===== config.mk =====
export PLATFORM = sky130hd
export DESIGN_NAME = pending_priority_encoder
export DESIGN_NICKNAME = d
export VERILOG_FILES = /design/src/rtl/pending_priority_encoder_pkg.sv /design/src/rtl/pending_priority_encoder_prio_enc_comb.sv /design/src/rtl/pending_priority_encoder.sv
export SDC_FILE = /design/constraint.sdc
export NUM_CORES = 1
export LEC_CHECK = 0
export BUFFER_PORTS_ARGS = -buffer_cell sky130_fd_sc_hd__clkbuf_2
export CAP_MARGIN = 0
export CORE_MARGIN = 4
export CORE_UTILIZATION = 40
export CTS_BUF_LIST = sky130_fd_sc_hd__clkbuf_4 sky130_fd_sc_hd__clkbuf_8 sky130_fd_sc_hd__clkbuf_16
export CTS_CLUSTER_SIZE = 20
export DETAILED_ROUTE_END_ITERATION = 8
export GPL_TIMING_DRIVEN = 0
export PLACE_DENSITY_LB_ADDON = 0.25
export RECOVER_POWER = 50
export SYNTH_ARGS = -nofsm -noshare
export SYNTH_HDL_FRONTEND = slang
export SYNTH_HIERARCHICAL = 1
export SYNTH_SLANG_ARGS = --single-unit

===== constraint.sdc =====
create_clock -name clk -period 2.5 [get_ports clk]
set_input_delay 0.125 -clock clk [delete_from_list [all_inputs] [get_ports clk]]
set_output_delay 0.125 -clock clk [all_outputs]
set_load 0.005 [all_outputs]

===== src/rtl/pending_priority_encoder_pkg.sv =====
// Shared constants and helpers for the pending priority encoder.
package pending_priority_encoder_pkg;

  // Default number of request lines and the matching code width.
  localparam int REQ_N  = 8;
  localparam int CODE_W = $clog2(REQ_N);

  // One-hot decode of a code index; used to build the retire mask.
  function automatic logic [REQ_N-1:0] onehot(input logic [CODE_W-1:0] c);
    logic [REQ_N-1:0] r;
    r    = '0;
    r[c] = 1'b1;
    return r;
  endfunction

endpackage


===== src/rtl/pending_priority_encoder_prio_enc_comb.sv =====
// Combinational highest-set-bit encoder.
module prio_enc_comb
  import pending_priority_encoder_pkg::*;
#(
  parameter int N = REQ_N,
  parameter int W = $clog2(N)
) (
  input  logic [N-1:0] v,
  output logic [W-1:0] idx,
  output logic         any
);

  // Scan upward so the last (highest) set bit overrides lower ones.
  always_comb begin
    idx = '0;
    for (int i = 0; i < N; i++) begin
      if (v[i]) idx = W'(i);
    end
    any = |v;
  end

endmodule


===== src/rtl/pending_priority_encoder.sv =====
// Pending-request capture register feeding a registered priority encoder
// with a valid/ready output. Highest index wins, no preemption of an
// offered code, each line retired when its code is accepted.
module pending_priority_encoder
  import pending_priority_encoder_pkg::*;
#(
  parameter int N = REQ_N,
  parameter int W = $clog2(N)
) (
  input  logic         clk,
  input  logic         rst,
  input  logic [N-1:0] d,
  output logic [W-1:0] code,
  output logic         code_valid,
  input  logic         code_ready,
  output logic [N-1:0] pend,
  output logic         dup
);

  logic         transfer;
  logic         out_free;
  logic [N-1:0] clr_sel;
  logic [N-1:0] clr;
  logic [N-1:0] pend_next;
  logic         dup_hit;
  logic [W-1:0] enc_idx;
  logic         enc_any;

  // One-hot of the offered code; the package helper covers the default width.
  generate
    if (N == REQ_N) begin : g_pkg_onehot
      assign clr_sel = onehot(code);
    end else begin : g_shift_onehot
      assign clr_sel = {{(N-1){1'b0}}, 1'b1} << code;
    end
  endgenerate

  // Handshake, retire mask, next pending vector and duplicate detection.
  always_comb begin
    transfer  = code_valid & code_ready;
    out_free  = ~code_valid | transfer;
    clr       = transfer ? clr_sel : '0;
    // A line retired and re-requested in the same cycle stays pending.
    pend_next = (pend & ~clr) | d;
    // Re-requesting the line being retired is not a duplicate.
    dup_hit   = |(d & pend & ~clr);
  end

  // Encoder looks at the post-update vector so the next code loads at the
  // same edge as the transfer, without a bubble.
  prio_enc_comb #(
    .N (N),
    .W (W)
  ) u_prio_enc (
    .v   (pend_next),
    .idx (enc_idx),
    .any (enc_any)
  );

  // Pending register, sticky dup flag and output register.
  always_ff @(posedge clk) begin
    if (rst) begin
      pend       <= '0;
      dup        <= 1'b0;
      code_valid <= 1'b0;
      code       <= '0;
    end else begin
      pend <= pend_next;
      if (dup_hit) dup <= 1'b1;
      // Output register only reloads when free; a stalled code is held.
      if (out_free) begin
        code_valid <= enc_any;
        if (enc_any) code <= enc_idx;
      end
    end
  end

endmodule


==> flow_results.xml <==
<?xml version="1.0" encoding="UTF-8"?>
<metrics>
  <group name="run_status">
    <metric name="run_status" unit="">completed</metric>
  </group>
  <group name="critical_path">
    <metric name="worst-path-max-fanout" unit="">8</metric>
    <metric name="worst_reg2reg_setup_slack" unit="ns">0.37</metric>
    <metric name="endpoint_kind" unit="">flop</metric>
    <metric name="critPathLaunchType" unit="">flop</metric>
    <metric name="worst_r2r_endpoint" unit="">code[2]$_SDFFE_PP0P_</metric>
    <metric name="timing.rr.start" unit="">code_valid$_SDFFE_PP0N_</metric>
    <metric name="timing.critical_path.required" unit="ns">2.65</metric>
    <metric name="setup.worst_path.class" unit="">flop to flop</metric>
    <metric name="length_in_cells_of_the_worst_reg_to_reg_path" unit="">8</metric>
    <metric name="worst_ep_arrival_time" unit="ns">2.29</metric>
  </group>
  <group name="power">
    <metric name="share_seq_of_total_power" unit="%">51.4</metric>
    <metric name="total_leakage_power" unit="nW">0.379</metric>
    <metric name="clock_share_of_power" unit="%">30.4</metric>
    <metric name="p_sw" unit="W">0.000127</metric>
    <metric name="power" unit="W">0.000464</metric>
    <metric name="worst_ir_drop_vdd" unit="mV">0.315</metric>
    <metric name="power_density" unit="nW/µm²">566</metric>
    <metric name="proportion_of_power_drawn_by_combinational_gates" unit="%">18.2</metric>
    <metric name="power.internal" unit="W">0.000337</metric>
    <metric name="p_sw_share" unit="%">27.3</metric>
  </group>
  <group name="synth">
    <metric name="synthCells" unit="">79</metric>
    <metric name="postSynthAreaPerCell" unit="µm²">8.36</metric>
    <metric name="ys_seq_elements" unit="">13</metric>
    <metric name="synth-seq-area-share" unit="%">39.4</metric>
    <metric name="synth_cell_type_count" unit="">26</metric>
    <metric name="synth.cell_area" unit="µm²">661</metric>
    <metric name="yosys_warnings" unit="">6</metric>
    <metric name="syn-num-nets" unit="">90</metric>
  </group>
  <group name="worst_hold_path">
    <metric name="min_delay_worst_endpoint" unit="">pend[7]$_SDFF_PP0_</metric>
    <metric name="worst_hold_startpoint" unit="">rst</metric>
    <metric name="holdPathStages" unit="">2</metric>
    <metric name="timing.hold.worst.class" unit="">primary input to flop</metric>
  </group>
  <group name="global_route">
    <metric name="grt_antenna_before_repair" unit="">0</metric>
    <metric name="grt_first_pass_wirelength" unit="µm">2590</metric>
    <metric name="grt_pass1_vias" unit="">614</metric>
    <metric name="overflow" unit="">0</metric>
    <metric name="grt_start_max_net_pins" unit="">11</metric>
    <metric name="grt_usage" unit="%">13.7</metric>
  </group>
  <group name="floorplan">
    <metric name="initial_utilization" unit="%">42.9</metric>
    <metric name="fp.dieArea" unit="µm²">2370</metric>
    <metric name="core_region_area" unit="µm²">1540</metric>
    <metric name="io-pin-count" unit="">24</metric>
    <metric name="row_count" unit="">14</metric>
    <metric name="die_h" unit="µm">48.6</metric>
    <metric name="die_extent_in_x" unit="µm">48.6</metric>
  </group>
  <group name="detailed_routing">
    <metric name="wirelength" unit="µm">1520</metric>
    <metric name="vias_per_cell" unit="">5.26</metric>
    <metric name="firstDrtPassIters" unit="">4</metric>
    <metric name="avgRoutedWirePerCell" unit="µm">12.5</metric>
    <metric name="detail_route.drc_violations" unit="">0</metric>
    <metric name="detail_route.iter0.violations" unit="">12</metric>
    <metric name="number_of_antenna_violating_nets_in_the_routed_design" unit="">0</metric>
    <metric name="vias" unit="">642</metric>
  </group>
  <group name="placement">
    <metric name="dp.cells" unit="">118</metric>
    <metric name="placed_cell_area" unit="µm²">796</metric>
    <metric name="port_buffers" unit="">23</metric>
    <metric name="hpwlAfterDp" unit="µm">1220</metric>
    <metric name="place_congestion" unit="">0.768</metric>
  </group>
  <group name="timing">
    <metric name="timing.final.setup_violations" unit="">0</metric>
    <metric name="setup_repair_after_global_routing_missed_its_margin" unit="">false</metric>
    <metric name="timing_hold_violations_final" unit="">0</metric>
    <metric name="timing.final.max_slew_violations" unit="">0</metric>
    <metric name="worst_hold_slack" unit="ns">0.0497</metric>
    <metric name="finalSetupTns" unit="ns">0</metric>
    <metric name="finalWorstPathRequiredPeriod" unit="ns">2.13</metric>
    <metric name="finalClockSkew" unit="ns">0.00391</metric>
    <metric name="timing.fmax" unit="MHz">469</metric>
    <metric name="worst_pin_slew" unit="ns">0.516</metric>
    <metric name="final_period_utilization" unit="%">85.3</metric>
    <metric name="relSlewSlack" unit="%">65.3</metric>
  </group>
  <group name="layout">
    <metric name="final.fill_count" unit="">148</metric>
    <metric name="leading_cell_type_in_the_layout_fill_and_taps_excluded" unit="">sky130_fd_sc_hd__clkbuf_2</metric>
    <metric name="layout.nets" unit="">118</metric>
    <metric name="post-route-cell-area" unit="µm²">820</metric>
    <metric name="num_antenna_cells" unit="">0</metric>
    <metric name="share_of_final_layout_standard_cells_stronger_than_drive_strength_1" unit="%">26.4</metric>
    <metric name="final_cell_count_no_fill" unit="">122</metric>
    <metric name="layout.cells.most_common_list" unit="">18 x sky130_fd_sc_hd__clkbuf_2, 13 x sky130_fd_sc_hd__dfxtp_1, 9 x sky130_fd_sc_hd__nor2b_1, 9 x sky130_fd_sc_hd__nor2_1, 8 x sky130_fd_sc_hd__a21o_1</metric>
    <metric name="area.growth.synth_to_final" unit="%">24.1</metric>
  </group>
  <group name="clock_network">
    <metric name="htree_levels" unit="">1</metric>
    <metric name="tritoncts" unit="">done</metric>
    <metric name="cts-buffers-inserted" unit="">3</metric>
    <metric name="later_pin_clock_latency_in_the_skew_report" unit="ns">0.28</metric>
    <metric name="postCtsSetupBuffers" unit="">0</metric>
    <metric name="clock_path_buffers" unit="">2</metric>
    <metric name="clk_root_buffer_cell" unit="">sky130_fd_sc_hd__clkbuf_4</metric>
    <metric name="clkSinkCount" unit="">13</metric>
    <metric name="postCtsResizedCells" unit="">0</metric>
    <metric name="hold_buffer_count_at_cts" unit="">0</metric>
    <metric name="clkSlewWorstSetupHoldPaths" unit="ns">0.08</metric>
  </group>
  <group name="flow_run">
    <metric name="cap_violations" unit="">0</metric>
  </group>
</metrics>
==> synth_stat cells <==
master	instances	share of area (%)
sky130_fd_sc_hd__nand3_1	4	3.0
sky130_fd_sc_hd__inv_1	2	1.1
sky130_fd_sc_hd__or3_1	1	0.95
sky130_fd_sc_hd__o31ai_2	1	1.9
sky130_fd_sc_hd__a41oi_1	1	1.3
sky130_fd_sc_hd__a31o_2	1	1.3
sky130_fd_sc_hd__nand2_1	7	4.0
sky130_fd_sc_hd__a31oi_1	1	0.95
sky130_fd_sc_hd__or2_2	1	0.95
sky130_fd_sc_hd__a21oi_1	3	2.3
sky130_fd_sc_hd__a21o_1	8	9.1
sky130_fd_sc_hd__clkbuf_1	1	0.57
sky130_fd_sc_hd__o31ai_1	1	1.1
sky130_fd_sc_hd__nand4_1	1	0.95
sky130_fd_sc_hd__nor2b_1	9	8.5
sky130_fd_sc_hd__dfxtp_1	13	39
sky130_fd_sc_hd__mux2i_1	3	4.5
sky130_fd_sc_hd__inv_2	2	1.1
sky130_fd_sc_hd__a32oi_1	2	2.7
sky130_fd_sc_hd__nor3b_1	1	1.1
sky130_fd_sc_hd__nor2_1	9	5.1
sky130_fd_sc_hd__and3b_1	2	2.7
sky130_fd_sc_hd__o21ai_0	1	0.76
sky130_fd_sc_hd__a311oi_1	1	1.3
sky130_fd_sc_hd__a21oi_2	1	1.3
sky130_fd_sc_hd__and2_1	2	1.9
==> power groups by stage <==
stage / Clock (W) / Sequential [W] / Combinational [W]
after floorplan: 0 / 0.000243 / 0.0000494
after global placement: 0 / 0.000243 / 0.0000853
after detailed placement: 0 / 0.000244 / 0.0000862
after CTS: 0.000148 / 0.000239 / 0.0000866
after global routing: 0.000160 / 0.000242 / 0.0000946
final: 0.000141 / 0.000239 / 0.0000844
==> worst max-delay path, stage by stage (launching register included) <==
cell	delay, ns
sky130_fd_sc_hd__dfxtp_1	0.48
sky130_fd_sc_hd__inv_2	0.06
sky130_fd_sc_hd__or3_1	0.36
sky130_fd_sc_hd__a21o_1	0.24
sky130_fd_sc_hd__nor2_1	0.18
sky130_fd_sc_hd__nand4_1	0.15
sky130_fd_sc_hd__o21ai_0	0.25
sky130_fd_sc_hd__mux2i_1	0.24
sky130_fd_sc_hd__nor2_1	0.05
==> worst max-delay path by stage <==
stage / startpoint / to / slack [ns] / depth (start not counted)
5_1_grt: code_valid$_SDFFE_PP0N_ / code[2]$_SDFFE_PP0P_ / 0.16 / 8
6_report: code_valid$_SDFFE_PP0N_ / code[2]$_SDFFE_PP0P_ / 0.37 / 8
4_1_cts: code_valid$_SDFFE_PP0N_ / code[2]$_SDFFE_PP0P_ / 0.37 / 8
3_5_place_dp: code_valid$_SDFFE_PP0N_ / code[2]$_SDFFE_PP0P_ / 0.39 / 8
3_3_place_gp: code_valid$_SDFFE_PP0N_ / code[0]$_SDFFE_PP0P_ / 0.42 / 8
2_1_floorplan: code_valid$_SDFFE_PP0N_ / code[0]$_SDFFE_PP0P_ / 0.59 / 8
==> area by class of cell <==
| cell class | instances | area, µm² | area share, % |
|---|---|---|---|
| plain buffers | 1 | 3.75 | 0.458 |
| clock buffers | 4 | 30.0 | 3.66 |
| inverters | 4 | 15.0 | 1.83 |
| multi-input cells | 61 | 382 | 46.6 |
| flip-flops and latches | 13 | 260 | 31.8 |
| well taps | 16 | 20.0 | 2.44 |
| repair buffers | 23 | 109 | 13.3 |
==> routing by layer <==
metal,track usage (%),part of all wire [%],up-vias
met5,0,0,-
met4,8.07,1.9,0
met3,3.37,5.1,4
met2,21.5,44,18
met1,16.8,49,283
li1,-,-,337
==> cell families (layout without fill, tap and decap cells) <==
kind of cell    count (synthesis)  in the layout  share of synthesized area, %
simple gates                   37             37                          29.2
compound gates                 21             21                          24.1
buf+inv                         5             32                          2.84
mux                             3              3                          4.55
flops                          13             13                          39.4
==> flip-flops by register name, indices dropped and copies added, names as in the netlist <==
name        flops
code_valid      1
code            3
dup             1
pend            8
==> through the flow <==
stage / util [%] / setup slack (ns)
after floorplan: - / 0.592
after global placement: 51.6 / 0.416
after detailed placement: 51.6 / 0.391
after CTS: 53.6 / 0.374
after global routing: 53.2 / 0.164
final: 53.2 / 0.367
(Power assumes the default switching activity.)
